===== config.mk =====
export PLATFORM = sky130hd
export DESIGN_NAME = aip_avalon_bridge_flat
export DESIGN_NICKNAME = d
export VERILOG_FILES = /design/src/rtl/aip_avalon_bridge_if.sv /design/src/rtl/aip_avalon_bridge.sv /design/src/flat_wrapper.sv
export SDC_FILE = /design/constraint.sdc
export NUM_CORES = 1
export LEC_CHECK = 0
export BUFFER_PORTS_ARGS = -buffer_cell sky130_fd_sc_hd__buf_2
export CORE_MARGIN = 2
export CORE_UTILIZATION = 40
export CTS_CLUSTER_DIAMETER = 30
export DETAILED_ROUTE_END_ITERATION = 16
export PLACE_DENSITY = 0.68
export SYNTH_ARGS = -nofsm -noshare
export SYNTH_HDL_FRONTEND = slang
export SYNTH_SLANG_ARGS = --single-unit

===== constraint.sdc =====
create_clock -name clk -period 3.5 [get_ports clk]
set_clock_uncertainty 0.1 [all_clocks]
set_input_delay 0.35 -clock clk [delete_from_list [all_inputs] [get_ports clk]]
set_output_delay 0.35 -clock clk [all_outputs]
set_load 0.02 [all_outputs]

===== src/rtl/aip_avalon_bridge_if.sv =====
// Avalon-MM slave port bundle for aip_avalon_bridge.
// master: the Nios-side bus master; slave: the bridge.
interface aip_avalon_bridge_if #(
   parameter int unsigned DATA_WIDTH = 32
) ();
   logic [5:0]            avs_address;
   logic                  avs_write;
   logic                  avs_read;
   logic [DATA_WIDTH-1:0] avs_writedata;
   logic [DATA_WIDTH-1:0] avs_readdata;
   logic                  avs_waitrequest;

   modport master (
      output avs_address, avs_write, avs_read, avs_writedata,
      input  avs_readdata, avs_waitrequest
   );

   modport slave (
      input  avs_address, avs_write, avs_read, avs_writedata,
      output avs_readdata, avs_waitrequest
   );
endinterface


===== src/rtl/aip_avalon_bridge.sv =====
// aip_avalon_bridge: Avalon-MM slave that sequences conf_dbus/data_in/write/read/start
// strobes for an AIP-style core, captures core read data, and exposes a command register
// (0x20, bit0 = start) and a status register (0x21, {busy, int_req, irq_pend}).
// Optional feature macro: AIP_BRIDGE_IRQ_LATCH_EN (sticky irq_pend, cleared by 0x21 write).
module aip_avalon_bridge #(
   parameter int unsigned DATA_WIDTH = 32,
   parameter int unsigned READ_LAT   = 1
) (
   input  logic                  clk,
   input  logic                  rst_a,
   aip_avalon_bridge_if.slave    avs,
   output logic                  irq,
   output logic                  en_s,
   output logic [4:0]            conf_dbus,
   output logic [DATA_WIDTH-1:0] data_in,
   input  logic [DATA_WIDTH-1:0] data_out,
   output logic                  write,
   output logic                  read,
   output logic                  start,
   input  logic                  int_req
);

   localparam logic [5:0] AddrCmd  = 6'h20;
   localparam logic [5:0] AddrStat = 6'h21;
   // Cycle count (since the read strobe rose) at which data_out is sampled, and at which
   // CAPTURE hands over to DONE.
   localparam logic [2:0] CapCnt   = 3'(READ_LAT - 1);
   localparam logic [2:0] LastCnt  = 3'(READ_LAT);

   typedef enum logic [2:0] {StIdle, StSetup, StStrobe, StCapture, StDone} state_e;

   state_e                state_q, state_d;
   logic [5:0]            addr_q, addr_d;
   logic                  is_wr_q, is_wr_d;
   logic                  wbit_q, wbit_d;
   logic [4:0]            conf_q, conf_d;
   logic [DATA_WIDTH-1:0] din_q, din_d;
   logic [DATA_WIDTH-1:0] rdata_q, rdata_d;
   logic [2:0]            cnt_q, cnt_d;
   logic                  en_q;
   logic                  int_req_q;
   logic                  busy_q, busy_d;

   logic                  wr_stb, rd_stb, st_stb, waitreq;
   logic                  is_aip;
   logic                  int_rise;
   logic                  irq_pend;
   logic [DATA_WIDTH-1:0] status;

   assign is_aip   = ~addr_q[5];
   assign int_rise = int_req & ~int_req_q;

   // Status word presented on 0x21 reads.
   always_comb begin
      status    = '0;
      status[2] = busy_q;
      status[1] = int_req;
      status[0] = irq_pend;
   end

   // Transfer sequencing: next state, strobes and latched request fields.
   always_comb begin
      state_d = state_q;
      addr_d  = addr_q;
      is_wr_d = is_wr_q;
      wbit_d  = wbit_q;
      conf_d  = conf_q;
      din_d   = din_q;
      rdata_d = rdata_q;
      cnt_d   = cnt_q;
      wr_stb  = 1'b0;
      rd_stb  = 1'b0;
      st_stb  = 1'b0;
      waitreq = 1'b1;
      unique case (state_q)
         StIdle: begin
            if (avs.avs_write) begin
               addr_d  = avs.avs_address;
               is_wr_d = 1'b1;
               wbit_d  = avs.avs_writedata[0];
               state_d = StSetup;
               if (!avs.avs_address[5]) begin
                  conf_d = avs.avs_address[4:0];
                  din_d  = avs.avs_writedata;
               end
            end else if (avs.avs_read) begin
               addr_d  = avs.avs_address;
               is_wr_d = 1'b0;
               wbit_d  = 1'b0;
               state_d = StSetup;
               if (!avs.avs_address[5]) begin
                  conf_d = avs.avs_address[4:0];
               end
            end
         end
         StSetup: begin
            if (is_aip || (is_wr_q && addr_q == AddrCmd)) begin
               state_d = StStrobe;
            end else begin
               state_d = StDone;
               if (!is_wr_q) begin
                  rdata_d = (addr_q == AddrStat) ? status : '0;
               end
            end
         end
         StStrobe: begin
            if (is_aip) begin
               if (is_wr_q) begin
                  wr_stb  = 1'b1;
                  state_d = StDone;
               end else begin
                  rd_stb  = 1'b1;
                  cnt_d   = 3'd1;
                  state_d = StCapture;
                  // With a one-cycle latency the core answers within the strobe cycle.
                  if (CapCnt == 3'd0) begin
                     rdata_d = data_out;
                  end
               end
            end else begin
               st_stb  = wbit_q;
               state_d = StDone;
            end
         end
         StCapture: begin
            cnt_d = cnt_q + 3'd1;
            if (cnt_q == CapCnt) begin
               rdata_d = data_out;
            end
            if (cnt_q == LastCnt) begin
               state_d = StDone;
            end
         end
         StDone: begin
            waitreq = 1'b0;
            state_d = StIdle;
         end
         default: state_d = StIdle;
      endcase
   end

   // Core is busy from a start pulse until its next interrupt request edge.
   always_comb begin
      busy_d = busy_q;
      if (int_rise) busy_d = 1'b0;
      if (st_stb)   busy_d = 1'b1;
   end

   // State and datapath registers.
   always_ff @(posedge clk or negedge rst_a) begin
      if (!rst_a) begin
         state_q   <= StIdle;
         addr_q    <= '0;
         is_wr_q   <= 1'b0;
         wbit_q    <= 1'b0;
         conf_q    <= '0;
         din_q     <= '0;
         rdata_q   <= '0;
         cnt_q     <= '0;
         en_q      <= 1'b0;
         int_req_q <= 1'b0;
         busy_q    <= 1'b0;
      end else begin
         state_q   <= state_d;
         addr_q    <= addr_d;
         is_wr_q   <= is_wr_d;
         wbit_q    <= wbit_d;
         conf_q    <= conf_d;
         din_q     <= din_d;
         rdata_q   <= rdata_d;
         cnt_q     <= cnt_d;
         en_q      <= 1'b1;
         int_req_q <= int_req;
         busy_q    <= busy_d;
      end
   end

`ifdef AIP_BRIDGE_IRQ_LATCH_EN
   logic irq_pend_q, irq_pend_d;
   logic irq_clr;

   // Sticky pending flag; a new edge beats a simultaneous clear.
   always_comb begin
      irq_clr    = (state_q == StSetup) && is_wr_q && (addr_q == AddrStat) && wbit_q;
      irq_pend_d = int_rise | (irq_pend_q & ~irq_clr);
   end

   // Pending flag register.
   always_ff @(posedge clk or negedge rst_a) begin
      if (!rst_a) begin
         irq_pend_q <= 1'b0;
      end else begin
         irq_pend_q <= irq_pend_d;
      end
   end

   assign irq_pend = irq_pend_q;
   assign irq      = irq_pend_q;
`else
   assign irq_pend = 1'b0;
   assign irq      = int_req_q;
`endif

   assign avs.avs_readdata    = rdata_q;
   assign avs.avs_waitrequest = waitreq;
   assign en_s                = en_q;
   assign conf_dbus           = conf_q;
   assign data_in             = din_q;
   assign write               = wr_stb;
   assign read                = rd_stb;
   assign start               = st_stb;

endmodule


===== src/flat_wrapper.sv =====
// flat-port wrapper written by rule: the top's interface ports become plain ports
module aip_avalon_bridge_flat 
#(
   parameter int unsigned DATA_WIDTH = 32,
   parameter int unsigned READ_LAT   = 1
)
  (clk, rst_a, irq, en_s, conf_dbus, data_in, data_out, write, read, start, int_req, avs_avs_address, avs_avs_write, avs_avs_read, avs_avs_writedata, avs_avs_readdata, avs_avs_waitrequest);
  aip_avalon_bridge_if #(.DATA_WIDTH(DATA_WIDTH)) avs_i ();
  input  logic clk;
  input  logic rst_a;
  output logic irq;
  output logic en_s;
  output logic [4:0] conf_dbus;
  output logic [DATA_WIDTH-1:0] data_in;
  input  logic [DATA_WIDTH-1:0] data_out;
  output logic write;
  output logic read;
  output logic start;
  input  logic int_req;
  input wire logic [$bits(avs_i.avs_address)-1:0] avs_avs_address;
  input wire logic [$bits(avs_i.avs_write)-1:0] avs_avs_write;
  input wire logic [$bits(avs_i.avs_read)-1:0] avs_avs_read;
  input wire logic [$bits(avs_i.avs_writedata)-1:0] avs_avs_writedata;
  output wire logic [$bits(avs_i.avs_readdata)-1:0] avs_avs_readdata;
  output wire logic [$bits(avs_i.avs_waitrequest)-1:0] avs_avs_waitrequest;
  assign avs_i.avs_address = avs_avs_address;
  assign avs_i.avs_write = avs_avs_write;
  assign avs_i.avs_read = avs_avs_read;
  assign avs_i.avs_writedata = avs_avs_writedata;
  assign avs_avs_readdata = avs_i.avs_readdata;
  assign avs_avs_waitrequest = avs_i.avs_waitrequest;
  aip_avalon_bridge #(.DATA_WIDTH(DATA_WIDTH), .READ_LAT(READ_LAT)) u_core (.clk(clk), .rst_a(rst_a), .avs(avs_i), .irq(irq), .en_s(en_s), .conf_dbus(conf_dbus), .data_in(data_in), .data_out(data_out), .write(write), .read(read), .start(start), .int_req(int_req));
endmodule

======== Word level (Yosys, flattened, before mapping) ========
Index checks and enable logic that the tools add are counted.
Widths: inputs -> output; s select.
storage, ports and cells
  memories kept ........................... 0
  bits in registers ....................... 86
  bits in read-only memories .............. 0
  RAM bits ................................ 0
  bits of input ports ..................... 75
  latch bits .............................. 0
cells by class
  reductions and logical operators ........ 13
  muxes and demuxes ....................... 36
  shift-type cells ........................ 0
  $mul .................................... 0
  $lt $le $gt $ge ......................... 0
  add/sub/neg operators ................... 1
  eq/ne operators ......................... 14
  bitwise gates (word level) .............. 4
  div/mod/pow operators ................... 0
operator list
  operator             number
  $mux 32              5
  $pmux 32 s3          1
  $mux 3               9
  $mux 5               3
  $mux 1               14
  $eq 6x6->1 const B   2
  $mux 6               2
  $pmux 3 s4           1
  $ne 2x2->1 const B   4
  $eq 3x1->1 const B   2
  $eq 3x2->1 const B   2
  $logic_not 3->1      2
  $pmux 3 s2           1
  $reduce_and 3->1     2
  $reduce_and 6->1     1
  $reduce_bool 2->1    3
  $ne 2x1->1 const B   2
  $reduce_and 2->1     2
  $add 3x1->3 const B  1
  $eq 3x3->1 const B   1
  $ne 3x3->1 const B   1
  $not 1->1            3
  $reduce_bool 3->1    1
  $and 1x1->1          1
  2 further kinds      2

======== Logic depth before layout (Yosys ltp) ========
Gate-level depths: netlist (run 1).
  word-level depth ........................ 5
  gate-level depth with buffers ........... 7
  depth with buffers taken out ............ 6

======== Worst setup path before layout (run 1) ========
No wires, ideal clock.
  kind .................................... flip-flop to output port
  start point ............................. register u_core.state_q[0]
  end point ............................... output port write
  path buffers ............................ 2
  path slack .............................. 1568 ps
  cell stages (with the launch flop) ...... 4
  data arrival time ....................... 1482 ps
  required time ........................... 3050 ps
  path through ............................ dfrtp_1 buf_2 buf_1 nor4b_1
on the way
  word-level cells in the longest chain between the ends .. 2
ends and longest elaborated chain
  item                    line                      RTL
  from (decl)             aip_avalon_bridge.sv:32   state_e state_q, state_d;
  from (signal assigned)  aip_avalon_bridge.sv:152  state_q <= StIdle;
  from (signal assigned)  aip_avalon_bridge.sv:164  state_q <= state_d;
  $eq 3x2->1              aip_avalon_bridge.sv:75   unique case (state_q)
  $mux 1                  aip_avalon_bridge.sv:75
  to (decl)               flat_wrapper.sv:16        output logic write;
No other way between the ends.

======== Final worst setup path (run 1) ========
  start point ............................. register u_core.state_q[0]
  end point ............................... register u_core.rdata_q[16] (netlist: u_core.avs.avs_readdata[16])
on the way
  word-level cells in the longest chain between the ends .. 3
  elaborated cells between the ends (all ways) .. 11
  classes of those cells .................. eq/ne (8); mux (1); reduce/logical (2)
ends and longest elaborated chain
  item                                                 line                      RTL
  $eq 3x2->1 or $eq 3x1->1 (tied branches)             aip_avalon_bridge.sv:75
  $ne 2x1->1 (no source line) (tied with other cells)  n/a
  $reduce_and 6->1 (no source line)                    n/a
  to (signal assigned)                                 aip_avalon_bridge.sv:170  rdata_q <= rdata_d;
  to (decl)                                            aip_avalon_bridge.sv:38   logic [DATA_WIDTH-1:0] rdata_q, rdata_d;
Parallel ways exist; a longest one is shown, timed or not.
A chain may end at the register's enable or synchronous reset.

==> run_summary.xml, run 1 <==
<?xml version="1.0" encoding="UTF-8"?>
<metrics>
  <group name="logic_synthesis">
    <metric name="synth_nets" unit="">383</metric>
    <metric name="synth_top_cell_area_share" unit="">0.588</metric>
    <metric name="cell_accounting_for_the_most_synthesized_area" unit="">sky130_fd_sc_hd__dfrtp_1</metric>
    <metric name="yosys.area_share.xor_xnor" unit="">0.00239</metric>
    <metric name="synthTopCellsByArea" unit="">sky130_fd_sc_hd__dfrtp_1 (59%), sky130_fd_sc_hd__mux2_2 (11%), sky130_fd_sc_hd__mux2i_1 (8.5%)</metric>
    <metric name="postSynth.asyncResetShare" unit="">1.00</metric>
    <metric name="synth.most_common_cell" unit="">sky130_fd_sc_hd__dfrtp_1</metric>
    <metric name="yosys.area_share.adder" unit="">0.0103</metric>
    <metric name="synth.yosys.seq_area_share" unit="">0.588</metric>
    <metric name="synthFlopType" unit="">sky130_fd_sc_hd__dfrtp_1</metric>
    <metric name="combinational_family_with_the_most_area_after_synthesis" unit="">multiplexers</metric>
    <metric name="postSynthCellCount" unit="">305</metric>
    <metric name="synth_top_cells_by_count" unit="">sky130_fd_sc_hd__dfrtp_1 (86), sky130_fd_sc_hd__nand2_1 (56), sky130_fd_sc_hd__mux2_2 (36), sky130_fd_sc_hd__inv_1 (33), sky130_fd_sc_hd__mux2i_1 (31)</metric>
    <metric name="synth.mux.area_fraction" unit="">0.205</metric>
    <metric name="synthesis_warnings" unit="">0</metric>
    <metric name="unique_cell_type_count_in_the_yosys_netlist" unit="">36</metric>
    <metric name="syn_area" unit="sq um">3660</metric>
    <metric name="synth.ff_latch_count" unit="">86</metric>
    <metric name="synthSimpleGateAreaFrac" unit="">0.0964</metric>
    <metric name="synth_enable_flop_cells" unit="">0</metric>
    <metric name="synth-compound-area-share" unit="">0.0396</metric>
    <metric name="post_synth.cell_area_avg" unit="sq um">12.0</metric>
  </group>
  <group name="status">
    <metric name="run_status" unit="">finished clean</metric>
  </group>
  <group name="setup_path">
    <metric name="path_class" unit="">flip-flop to flip-flop</metric>
    <metric name="ff2ff_setup_slack" unit="ns">1.13</metric>
    <metric name="r2r_start" unit="">u_core.state_q[0]$_DFFE_PN0P_</metric>
    <metric name="rr_endpoint" unit="">u_core.avs.avs_readdata[16]$_DFFE_PN0P_</metric>
    <metric name="worstPathArrival" unit="ns">2.53</metric>
    <metric name="critPathRequiredTime" unit="ns">3.66</metric>
    <metric name="critPathCaptureType" unit="">flip-flop</metric>
    <metric name="worstRegToRegCells" unit="">5</metric>
    <metric name="worst_setup_path_start_kind" unit="">flip-flop</metric>
    <metric name="critical_path_peak_fanout" unit="">22</metric>
  </group>
  <group name="grt">
    <metric name="number_of_global_route_vias_before_repair" unit="">2891</metric>
    <metric name="antenna_violations_before_repair" unit="">1</metric>
    <metric name="grt_usage" unit="">0.169</metric>
    <metric name="first_pass_grt_wire_length" unit="um">13300</metric>
    <metric name="grt_start_max_net_pins" unit="">87</metric>
    <metric name="grt-ovfl-total" unit="">0</metric>
  </group>
  <group name="timing">
    <metric name="setup_tns" unit="ns">0</metric>
    <metric name="worstMarginPinSlew" unit="ns">1.08</metric>
    <metric name="period_share" unit="">0.677</metric>
    <metric name="final_max_slew_viol_count" unit="">0</metric>
    <metric name="unrepaired_setup_endpoints_after_global_routing" unit="">no</metric>
    <metric name="timing.max_slew.rel_slack" unit="">0.281</metric>
    <metric name="final-setup-viol-count" unit="">0</metric>
    <metric name="final_hold_viol_count" unit="">0</metric>
    <metric name="period_minus_slack" unit="ns">2.37</metric>
    <metric name="fmaxAchievable" unit="MHz">422</metric>
  </group>
  <group name="final_layout">
    <metric name="post_route_cells_drive_above_1_share" unit="">0.450</metric>
    <metric name="nNetsFinal" unit="">533</metric>
    <metric name="fin_area" unit="sq um">4700</metric>
    <metric name="syn_to_final_growth" unit="%">28.3</metric>
    <metric name="antennaDiodeCount" unit="">0</metric>
    <metric name="fillerInstances" unit="">827</metric>
  </group>
  <group name="power_and_ir_drop">
    <metric name="power.static_leakage" unit="nW">2.40</metric>
    <metric name="power_density" unit="nW/um^2">961</metric>
    <metric name="worst_ir_drop_vdd" unit="V">0.000466</metric>
  </group>
  <group name="placement">
    <metric name="placed_area" unit="sq um">4490</metric>
    <metric name="detailedPlacementHpwl" unit="um">5740</metric>
    <metric name="finalWeightedCongestion" unit="">0.748</metric>
    <metric name="numPortBuffers" unit="">149</metric>
  </group>
  <group name="clock_tree">
    <metric name="ctsResizeCount" unit="">0</metric>
    <metric name="clock_tree.htree_level_count" unit="">3</metric>
    <metric name="cts_max_path_buffers" unit="">2</metric>
    <metric name="tritoncts.num_buffers" unit="">9</metric>
    <metric name="clk_transition_reported_paths" unit="ns">0.08</metric>
    <metric name="clock-sinks" unit="">86</metric>
    <metric name="postCtsSetupBuffers" unit="">0</metric>
    <metric name="cts_tree" unit="">yes</metric>
    <metric name="clk_root_buffer_cell" unit="">sky130_fd_sc_hd__clkbuf_8</metric>
    <metric name="ctsHoldBuffers" unit="">0</metric>
    <metric name="worstSkewPairLatency" unit="ns">0.35</metric>
  </group>
  <group name="floorplan">
    <metric name="core.rowCount" unit="">34</metric>
    <metric name="starting_utilization_of_the_core_area" unit="">0.416</metric>
    <metric name="boundaryPins" unit="">150</metric>
    <metric name="die_height" unit="um">99.7</metric>
    <metric name="die_w" unit="um">99.7</metric>
    <metric name="core" unit="sq um">8810</metric>
    <metric name="fp.dieArea" unit="sq um">9930</metric>
  </group>
  <group name="worst_hold_path">
    <metric name="hold_wc_startpoint" unit="">int_req</metric>
    <metric name="holdPathStages" unit="">1</metric>
    <metric name="min-delay-path-class" unit="">input pin to flip-flop</metric>
    <metric name="hold_path_end" unit="">u_core.irq$_DFF_PN0_</metric>
  </group>
  <group name="drt">
    <metric name="remaining_number_of_nets_flagged_by_the_antenna_check_after_routing" unit="">0</metric>
    <metric name="post_detailed_route_drc_marker_count" unit="">0</metric>
    <metric name="totalWireLength" unit="um">7890</metric>
    <metric name="avgViaCountPerCell" unit="">4.86</metric>
    <metric name="wire_per_inst" unit="um">13.9</metric>
    <metric name="num_vias" unit="">2753</metric>
    <metric name="detailedRoute.firstIterationViolations" unit="">106</metric>
    <metric name="drtPass1Iterations" unit="">4</metric>
  </group>
  <group name="flow_run">
    <metric name="max_cap_violations" unit="">0</metric>
  </group>
</metrics>
-- how the worst max path moves through the flow --
stage                             startpoint                                 endpoint  cells after the start
2_1_floorplan  u_core.state_q[0]$_DFFE_PN0P_                                    write                      3
3_3_place_gp   u_core.state_q[0]$_DFFE_PN0P_  u_core.avs.avs_readdata[13]$_DFFE_PN0P_                      5
3_5_place_dp   u_core.state_q[0]$_DFFE_PN0P_  u_core.avs.avs_readdata[19]$_DFFE_PN0P_                      5
4_1_cts        u_core.state_q[0]$_DFFE_PN0P_  u_core.avs.avs_readdata[16]$_DFFE_PN0P_                      5
5_1_grt        u_core.state_q[0]$_DFFE_PN0P_  u_core.avs.avs_readdata[23]$_DFFE_PN0P_                      5
6_report       u_core.state_q[0]$_DFFE_PN0P_  u_core.avs.avs_readdata[16]$_DFFE_PN0P_                      5
-- cells in the final DEF, fill, tap and decap left out, types with 2 or more instances in the layout --
| master | instances |
|---|---|
| sky130_fd_sc_hd__a32o_1 | 2 |
| sky130_fd_sc_hd__a21o_1 | 3 |
| sky130_fd_sc_hd__nor2b_1 | 2 |
| sky130_fd_sc_hd__and3_1 | 2 |
| sky130_fd_sc_hd__ha_1 | 3 |
| sky130_fd_sc_hd__buf_2 | 148 |
| sky130_fd_sc_hd__mux2i_1 | 31 |
| sky130_fd_sc_hd__buf_4 | 3 |
| sky130_fd_sc_hd__a22o_1 | 3 |
| sky130_fd_sc_hd__nand2b_1 | 3 |
| sky130_fd_sc_hd__nand2_1 | 56 |
| sky130_fd_sc_hd__nor2_2 | 2 |
| sky130_fd_sc_hd__mux2_2 | 36 |
| sky130_fd_sc_hd__bufinv_16 | 2 |
| sky130_fd_sc_hd__dfrtp_1 | 86 |
| sky130_fd_sc_hd__o21ai_0 | 3 |
| sky130_fd_sc_hd__mux2_1 | 3 |
| sky130_fd_sc_hd__nor2_1 | 5 |
| sky130_fd_sc_hd__nor3_1 | 4 |
| sky130_fd_sc_hd__inv_1 | 33 |
| sky130_fd_sc_hd__clkbuf_8 | 9 |
-- critical path: stages, from the launching register on --
cell	delay (ns)
sky130_fd_sc_hd__dfrtp_1	0.66
sky130_fd_sc_hd__xor2_1	0.12
sky130_fd_sc_hd__a21o_1	0.23
sky130_fd_sc_hd__a211oi_4	0.67
sky130_fd_sc_hd__buf_12	0.28
sky130_fd_sc_hd__mux2i_1	0.21
-- stage by stage --
stage	setup slack (ns)	power [mW]	std cells	utilization	hold slack, ns
after floorplan	1.57	3.18	305	-	-0.0456
after global placement	1.19	3.76	552	0.510	0.362
after detailed placement	1.14	3.82	552	0.510	0.372
after CTS	1.11	4.57	566	0.533	0.0334
after global routing	0.932	4.84	566	0.533	0.0264
final	1.13	4.51	566	0.533	0.0498
-- state kept, by name, indices dropped and copies added, names as in the netlist --
register and flops:
u_core.irq 1, u_core.wbit_q 1, u_core.conf_dbus 5, u_core.cnt_q 3
u_core.data_in 32, u_core.state_q 3, u_core.addr_q 6, u_core.avs.avs_readdata 32
u_core.busy_q 1, u_core.en_s 1, u_core.is_wr_q 1
-- metal layers --
layer,global-route usage,vias up,wire (um)
met4,0.0685,2,127
li1,-,1299,-
met3,0.0668,12,747
met1,0.214,1317,3440
met2,0.259,123,3560
met5,0,-,13
-- report_power, final --
group / total, mW / internal (mW) / switching, mW / leakage [nW]
clock network: 0.731 / 0.395 / 0.336 / 0.102
logic: 2.05 / 0.853 / 1.20 / 1.22
registers: 1.73 / 1.44 / 0.283 / 1.08
-- layout make-up --
class | count | area, sq um | area share
flip-flops and latches | 86 | 2150 | 0.458
inverters | 33 | 124 | 0.0264
repair buffers | 152 | 783 | 0.167
clock buffers | 10 | 128 | 0.0272
clock inverters | 4 | 73.8 | 0.0157
multi-input cells | 173 | 1300 | 0.277
well taps | 108 | 135 | 0.0288
-- kinds of logic after synthesis --
family / Yosys count
multiplexers: 70
XOR/XNOR: 1
AND/OR/NAND/NOR: 80
other: 1
flip-flops: 86
adder cells (fa/ha/maj): 3
AO/OA/AOI/OAI: 18
buffers and inverters: 46
(Power assumes the default switching activity.)
==> run 2, diff against run 1 <==
- PLACE_DENSITY: 0.68 -> 0.71
- clock period: 3.5 -> 1.9 ns (I/O delays scaled with it)
==> run_summary.xml, run 2 (same netlist as run 1, synthesis figures left out) <==
<?xml version="1.0" encoding="UTF-8"?>
<metrics>
  <group name="power_and_ir_drop">
    <metric name="swShare" unit="">0.395</metric>
    <metric name="combPwrFrac" unit="">0.474</metric>
    <metric name="worst_ir_drop_vdd" unit="V">0.000846</metric>
    <metric name="p_seq_frac" unit="">0.350</metric>
    <metric name="power_report.internal_total" unit="mW">5.51</metric>
    <metric name="power.static_leakage" unit="nW">2.82</metric>
    <metric name="p_switching" unit="mW">3.60</metric>
    <metric name="clock_power_share" unit="">0.176</metric>
    <metric name="power_density" unit="nW/um^2">1610</metric>
  </group>
  <group name="setup_path">
    <metric name="rr_endpoint" unit="">u_core.data_in[5]$_DFFE_PN0P_</metric>
    <metric name="r2r_start" unit="">u_core.state_q[1]$_DFFE_PN0P_</metric>
    <metric name="cell_by_cell_trace_of_the_critical_path" unit="">buf_4 -&gt; nand2b_2 -&gt; nor4b_2 -&gt; buf_4</metric>
    <metric name="critical-path-max-stage-delay" unit="ns">0.39</metric>
    <metric name="critPathCaptureType" unit="">output port</metric>
    <metric name="path_class" unit="">flip-flop to output port</metric>
    <metric name="critPathRequiredTime" unit="ns">1.61</metric>
    <metric name="cp_top_family" unit="">simple AND/OR/NAND/NOR gates</metric>
    <metric name="worst_setup_path_start_kind" unit="">flip-flop</metric>
    <metric name="critical_path_peak_fanout" unit="">7</metric>
    <metric name="worst_path_max_delay_cell" unit="">sky130_fd_sc_hd__dfrtp_1</metric>
    <metric name="worstPathBufferInverterCount" unit="">2</metric>
    <metric name="worstRegToRegCells" unit="">5</metric>
    <metric name="worstPathArrival" unit="ns">1.60</metric>
    <metric name="ff2ff_setup_slack" unit="ns">0.05</metric>
    <metric name="crit_path_frequent_cell" unit="">sky130_fd_sc_hd__buf_4</metric>
  </group>
  <group name="clock_tree">
    <metric name="cts_tree" unit="">yes</metric>
    <metric name="worstSkewPairLatency" unit="ns">0.36</metric>
    <metric name="tritoncts.num_buffers" unit="">9</metric>
    <metric name="clk_transition_reported_paths" unit="ns">0.08</metric>
    <metric name="clock_tree.htree_level_count" unit="">3</metric>
    <metric name="cts_max_path_buffers" unit="">2</metric>
    <metric name="clk_root_buffer_cell" unit="">sky130_fd_sc_hd__clkbuf_8</metric>
    <metric name="clock-sinks" unit="">86</metric>
  </group>
  <group name="grt">
    <metric name="grt_start_max_net_pins" unit="">44</metric>
    <metric name="antenna_violations_before_repair" unit="">0</metric>
    <metric name="grt-ovfl-total" unit="">0</metric>
    <metric name="first_pass_grt_wire_length" unit="um">15200</metric>
    <metric name="number_of_global_route_vias_before_repair" unit="">3204</metric>
    <metric name="grt_usage" unit="">0.193</metric>
  </group>
  <group name="drt">
    <metric name="totalWireLength" unit="um">9410</metric>
    <metric name="avgViaCountPerCell" unit="">4.60</metric>
    <metric name="num_vias" unit="">2996</metric>
    <metric name="drtPass1Iterations" unit="">4</metric>
    <metric name="wire_per_inst" unit="um">14.4</metric>
    <metric name="detailedRoute.firstIterationViolations" unit="">92</metric>
    <metric name="post_detailed_route_drc_marker_count" unit="">0</metric>
    <metric name="remaining_number_of_nets_flagged_by_the_antenna_check_after_routing" unit="">0</metric>
  </group>
  <group name="worst_hold_path">
    <metric name="holdPathStages" unit="">3</metric>
    <metric name="hold_path_end" unit="">u_core.is_wr_q$_DFFE_PN0P_</metric>
    <metric name="hold_wc_startpoint" unit="">avs_avs_write</metric>
    <metric name="min-delay-path-class" unit="">input pin to flip-flop</metric>
  </group>
  <group name="timing">
    <metric name="unrepaired_setup_endpoints_after_global_routing" unit="">yes</metric>
    <metric name="period_share" unit="">0.996</metric>
    <metric name="period_minus_slack" unit="ns">1.89</metric>
    <metric name="setup_tns" unit="ns">0</metric>
    <metric name="final_max_slew_viol_count" unit="">0</metric>
    <metric name="final-setup-viol-count" unit="">0</metric>
    <metric name="worstMarginPinSlew" unit="ns">0.567</metric>
    <metric name="fmaxAchievable" unit="MHz">528</metric>
    <metric name="final_hold_viol_count" unit="">0</metric>
    <metric name="timing.max_slew.rel_slack" unit="">0.622</metric>
  </group>
  <group name="floorplan">
    <metric name="die_w" unit="um">99.7</metric>
    <metric name="boundaryPins" unit="">150</metric>
    <metric name="starting_utilization_of_the_core_area" unit="">0.416</metric>
    <metric name="fp.dieArea" unit="sq um">9930</metric>
    <metric name="core.rowCount" unit="">34</metric>
    <metric name="core" unit="sq um">8810</metric>
    <metric name="die_height" unit="um">99.7</metric>
  </group>
  <group name="final_layout">
    <metric name="antennaDiodeCount" unit="">0</metric>
    <metric name="layout.cells.most_common_list" unit="">sky130_fd_sc_hd__buf_2 (146), sky130_fd_sc_hd__dfrtp_1 (84), sky130_fd_sc_hd__dlygate4sd3_1 (70)</metric>
    <metric name="post_route_cells_drive_above_1_share" unit="">0.428</metric>
    <metric name="fillerInstances" unit="">713</metric>
    <metric name="layout_commonest_cell" unit="">sky130_fd_sc_hd__buf_2</metric>
    <metric name="syn_to_final_growth" unit="%">54.6</metric>
    <metric name="fin_area" unit="sq um">5660</metric>
    <metric name="nNetsFinal" unit="">617</metric>
  </group>
  <group name="status">
    <metric name="run_status" unit="">finished clean</metric>
  </group>
  <group name="placement">
    <metric name="finalWeightedCongestion" unit="">0.822</metric>
    <metric name="placed_area" unit="sq um">4590</metric>
    <metric name="detailedPlacementHpwl" unit="um">5960</metric>
    <metric name="numPortBuffers" unit="">149</metric>
  </group>
  <group name="flow_run">
    <metric name="max_cap_violations" unit="">0</metric>
  </group>
</metrics>
run 2: timing repair:
item                                    4_1_cts  5_1_grt
cloned                                        0        0
gates resized for setup                       8       13
endpoints found under the setup margin       56       69
pin swaps                                     1        4
hold buffers                                 70        0
hold endpoints to repair                    115        0
buffers inserted                              0        4
run 2: cell type report:
| type | count | area, sq um | area share |
|---|---|---|---|
| clock buffer | 10 | 138 | 0.0243 |
| clock inverter | 6 | 116 | 0.0206 |
| inverter | 33 | 124 | 0.0219 |
| multi-input combinational | 173 | 1360 | 0.241 |
| sequential | 86 | 2150 | 0.381 |
| tap | 108 | 135 | 0.0239 |
| timing repair buffer | 236 | 1630 | 0.288 |
run 2: through the flow:
| step | hold slack [ns] | util | cells | power, mW | setup slack (ns) |
|---|---|---|---|---|---|
| final | 0.0513 | 0.643 | 652 | 9.12 | 0.00711 |
| after global routing | 0.0537 | 0.643 | 652 | 9.70 | -0.0709 |
| after CTS | 0.0297 | 0.634 | 648 | 8.99 | 0.00114 |
| after detailed placement | 0.128 | 0.522 | 562 | 7.20 | -0.0582 |
| after global placement | 0.117 | 0.522 | 562 | 7.07 | 0.000401 |
| after floorplan | -0.206 | - | 305 | 5.86 | 0.113 |
run 2: worst max-delay path by stage:
stage               depth (start not counted)                           from  slack (ns)                                endpoint
floorplan                                   6  u_core.state_q[1]$_DFFE_PN0P_        0.11          u_core.data_in[15]$_DFFE_PN0P_
global route                                4  u_core.state_q[2]$_DFFE_PN0P_       -0.07                                   write
global placement                            5   u_core.addr_q[1]$_DFFE_PN0P_      0.0004  u_core.avs.avs_readdata[1]$_DFFE_PN0P_
CTS                                         4  u_core.state_q[2]$_DFFE_PN0P_       0.001                                   write
finish                                      4  u_core.state_q[2]$_DFFE_PN0P_       0.007                                   write
detailed placement                          5  u_core.state_q[1]$_DFFE_PN0P_       -0.06  u_core.avs.avs_readdata[0]$_DFFE_PN0P_
run 2: worst min-delay path: cells and delay by family:
family	cells	cell delay, ns
buffers and inverters	1	0.13
and+or+nand+nor	2	0.15
run 2: power groups by stage:
stage / Clock (mW) / Combinational [mW] / Sequential, mW
after global placement: 0 / 3.94 / 3.14
after detailed placement: 0 / 4.03 / 3.17
after floorplan: 0 / 1.89 / 3.97
after global routing: 1.71 / 4.69 / 3.30
after CTS: 1.65 / 4.18 / 3.16
final: 1.60 / 4.32 / 3.19
run 2: routing by layer:
layer / GRT usage / wire length, um / part of all wire / vias to the layer above
li1: - / - / - / 1459
met3: 0.0527 / 651 / 0.069 / 14
met5: 0 / 0 / 0 / -
met1: 0.239 / 4040 / 0.43 / 1403
met4: 0.0717 / 164 / 0.017 / 0
met2: 0.324 / 4550 / 0.48 / 120
==> run 3, diff against run 2 <==
--- a/config.mk
+++ b/config.mk
@@ -8,8 +8,8 @@
 export BUFFER_PORTS_ARGS = -buffer_cell sky130_fd_sc_hd__buf_2
 export CORE_MARGIN = 2
-export CORE_UTILIZATION = 40
+export CORE_UTILIZATION = 43
 export CTS_CLUSTER_DIAMETER = 30
 export DETAILED_ROUTE_END_ITERATION = 16
-export PLACE_DENSITY = 0.71
+export PLACE_DENSITY = 0.75
 export SYNTH_ARGS = -nofsm -noshare
 export SYNTH_HDL_FRONTEND = slang
==> constraint.sdc (replaced) <==
create_clock -name clk -period 1.9 [get_ports clk]
set_clock_uncertainty 0.1 [all_clocks]
set_input_delay 0.285 -clock clk [delete_from_list [all_inputs] [get_ports clk]]
set_output_delay 0.285 -clock clk [all_outputs]
set_load 0.02 [all_outputs]
==> run_summary.xml, run 3 (same netlist as run 1, synthesis figures left out) <==
<?xml version="1.0" encoding="UTF-8"?>
<metrics>
  <group name="placement">
    <metric name="placed_area" unit="sq um">4600</metric>
    <metric name="dp_worst_setup_slack" unit="ns">-0.100</metric>
    <metric name="finalWeightedCongestion" unit="">0.790</metric>
    <metric name="detailedPlacementHpwl" unit="um">6070</metric>
    <metric name="numPortBuffers" unit="">149</metric>
  </group>
  <group name="floorplan">
    <metric name="core" unit="sq um">8220</metric>
    <metric name="die_height" unit="um">96.3</metric>
    <metric name="core.rowCount" unit="">33</metric>
    <metric name="starting_utilization_of_the_core_area" unit="">0.446</metric>
    <metric name="die_w" unit="um">96.3</metric>
    <metric name="fp.dieArea" unit="sq um">9270</metric>
    <metric name="boundaryPins" unit="">150</metric>
  </group>
  <group name="setup_path">
    <metric name="path_class" unit="">flip-flop to flip-flop</metric>
    <metric name="worstPathArrival" unit="ns">2.02</metric>
    <metric name="critPathRequiredTime" unit="ns">2.06</metric>
    <metric name="worst_setup_path_start_kind" unit="">flip-flop</metric>
    <metric name="critPathCaptureType" unit="">flip-flop</metric>
    <metric name="critical_path_peak_fanout" unit="">6</metric>
    <metric name="ff2ff_setup_slack" unit="ns">0.05</metric>
  </group>
  <group name="grt">
    <metric name="grt-ovfl-total" unit="">0</metric>
    <metric name="first_pass_grt_wire_length" unit="um">12800</metric>
    <metric name="grt_usage" unit="">0.180</metric>
    <metric name="grt_start_max_net_pins" unit="">40</metric>
    <metric name="number_of_global_route_vias_before_repair" unit="">2822</metric>
    <metric name="antenna_violations_before_repair" unit="">0</metric>
  </group>
  <group name="clock_tree">
    <metric name="tritoncts.num_buffers" unit="">9</metric>
    <metric name="clock-sinks" unit="">86</metric>
    <metric name="clk_root_buffer_cell" unit="">sky130_fd_sc_hd__clkbuf_8</metric>
    <metric name="cts_tree" unit="">yes</metric>
    <metric name="worstSkewPairLatency" unit="ns">0.35</metric>
    <metric name="cts_max_path_buffers" unit="">2</metric>
    <metric name="clock_tree.htree_level_count" unit="">3</metric>
    <metric name="clk_transition_reported_paths" unit="ns">0.09</metric>
  </group>
  <group name="power_and_ir_drop">
    <metric name="power_density" unit="nW/um^2">1790</metric>
    <metric name="total_design_power" unit="mW">9.01</metric>
    <metric name="power.static_leakage" unit="nW">2.57</metric>
    <metric name="worst_ir_drop_vdd" unit="V">0.00111</metric>
  </group>
  <group name="timing">
    <metric name="worstMarginPinSlew" unit="ns">0.543</metric>
    <metric name="final-setup-viol-count" unit="">0</metric>
    <metric name="final_max_slew_viol_count" unit="">0</metric>
    <metric name="period_share" unit="">0.975</metric>
    <metric name="fmaxAchievable" unit="MHz">540</metric>
    <metric name="whs" unit="ns">0.0418</metric>
    <metric name="timing.max_slew.rel_slack" unit="">0.638</metric>
    <metric name="postLayoutSetupSlackWorst" unit="ns">0.0479</metric>
    <metric name="final_hold_viol_count" unit="">0</metric>
    <metric name="period_minus_slack" unit="ns">1.85</metric>
  </group>
  <group name="final_layout">
    <metric name="layout.cells.most_common_list" unit="">sky130_fd_sc_hd__buf_2 (147), sky130_fd_sc_hd__dfrtp_1 (83), sky130_fd_sc_hd__nand2_1 (56)</metric>
    <metric name="nNetsFinal" unit="">557</metric>
    <metric name="utilization" unit="">0.614</metric>
    <metric name="fillerInstances" unit="">674</metric>
    <metric name="post_route_cells_drive_above_1_share" unit="">0.498</metric>
    <metric name="syn_to_final_growth" unit="%">37.7</metric>
    <metric name="layout_commonest_cell" unit="">sky130_fd_sc_hd__buf_2</metric>
    <metric name="fin_area" unit="sq um">5040</metric>
    <metric name="antennaDiodeCount" unit="">0</metric>
  </group>
  <group name="flow_run">
    <metric name="max_cap_violations" unit="">0</metric>
  </group>
  <group name="drt">
    <metric name="remaining_number_of_nets_flagged_by_the_antenna_check_after_routing" unit="">0</metric>
    <metric name="detailedRoute.firstIterationViolations" unit="">49</metric>
    <metric name="post_detailed_route_drc_marker_count" unit="">0</metric>
    <metric name="wire_per_inst" unit="um">14.2</metric>
    <metric name="avgViaCountPerCell" unit="">4.75</metric>
    <metric name="drtPass1Iterations" unit="">4</metric>
    <metric name="totalWireLength" unit="um">8370</metric>
    <metric name="num_vias" unit="">2796</metric>
  </group>
  <group name="worst_hold_path">
    <metric name="min-delay-path-class" unit="">input pin to flip-flop</metric>
  </group>
  <group name="status">
    <metric name="run_status" unit="">finished clean</metric>
  </group>
</metrics>
==> run 3: layer usage <==
metal / up-vias / track usage / part of all wire
met5: - / 0 / 0
met4: 0 / 0.0643 / 0.014
met3: 9 / 0.0611 / 0.091
met2: 112 / 0.294 / 0.48
met1: 1327 / 0.221 / 0.41
li1: 1348 / - / -
==> run 3: repair_timing <==
action | in CTS | in global routing
hold endpoints to repair | 38 | 0
gates resized for setup | 7 | 12
pin swaps | 1 | 1
hold buffers | 2 | 0
cloned | 0 | 3
buffers inserted | 2 | 8
endpoints found under the setup margin | 31 | 50
==> run 3: worst max-delay path: stages (launching register included) <==
cell	delay, ns
sky130_fd_sc_hd__dfrtp_2	0.44
sky130_fd_sc_hd__buf_6	0.14
sky130_fd_sc_hd__nor2_2	0.04
sky130_fd_sc_hd__a31o_1	0.24
sky130_fd_sc_hd__a211oi_4	0.28
sky130_fd_sc_hd__buf_6	0.18
sky130_fd_sc_hd__clkbuf_16	0.15
sky130_fd_sc_hd__mux2i_1	0.20
==> run 3: path summary, 6_finish.rpt <==
path / startpoint / endpoint / depth (start not counted)
min: avs_avs_address[1] / u_core.addr_q[1]$_DFFE_PN0P_ / 3
min reg2reg: u_core.avs.avs_readdata[1]$_DFFE_PN0P_ / u_core.avs.avs_readdata[1]$_DFFE_PN0P_ / 1
max reg2reg: u_core.state_q[1]$_DFFE_PN0P_ / u_core.avs.avs_readdata[14]$_DFFE_PN0P_ / 7
max: u_core.state_q[1]$_DFFE_PN0P_ / u_core.avs.avs_readdata[14]$_DFFE_PN0P_ / 7
min in group asynchronous: rst_a / u_core.data_in[2]$_DFFE_PN0P_ / 2
max in group asynchronous: rst_a / u_core.avs.avs_readdata[7]$_DFFE_PN0P_ / 3
==> run 3: power breakdown <==
group	leakage, nW	internal, mW	switching [mW]	total [mW]
registers	1.08	2.67	0.500	3.17
clock network	0.108	0.694	0.663	1.36
logic	1.38	2.05	2.44	4.48
==> run 3: through the flow <==
stage / TNS [ns] / cells
detailed placement: -1.70 / 558
CTS: -0.00133 / 578
global route: -0.104 / 589
floorplan: 0 / 305
finish: 0 / 589
global placement: -0.000403 / 558
==> run 3: area by class of cell <==
class,instances,area [sq um],area share
timing repair buffer,176,1060,0.210
sequential,86,2160,0.428
tap,105,131,0.0261
multi-input combinational,173,1350,0.269
clock inverter,5,66.3,0.0132
clock buffer,11,151,0.0300
inverter,33,124,0.0246
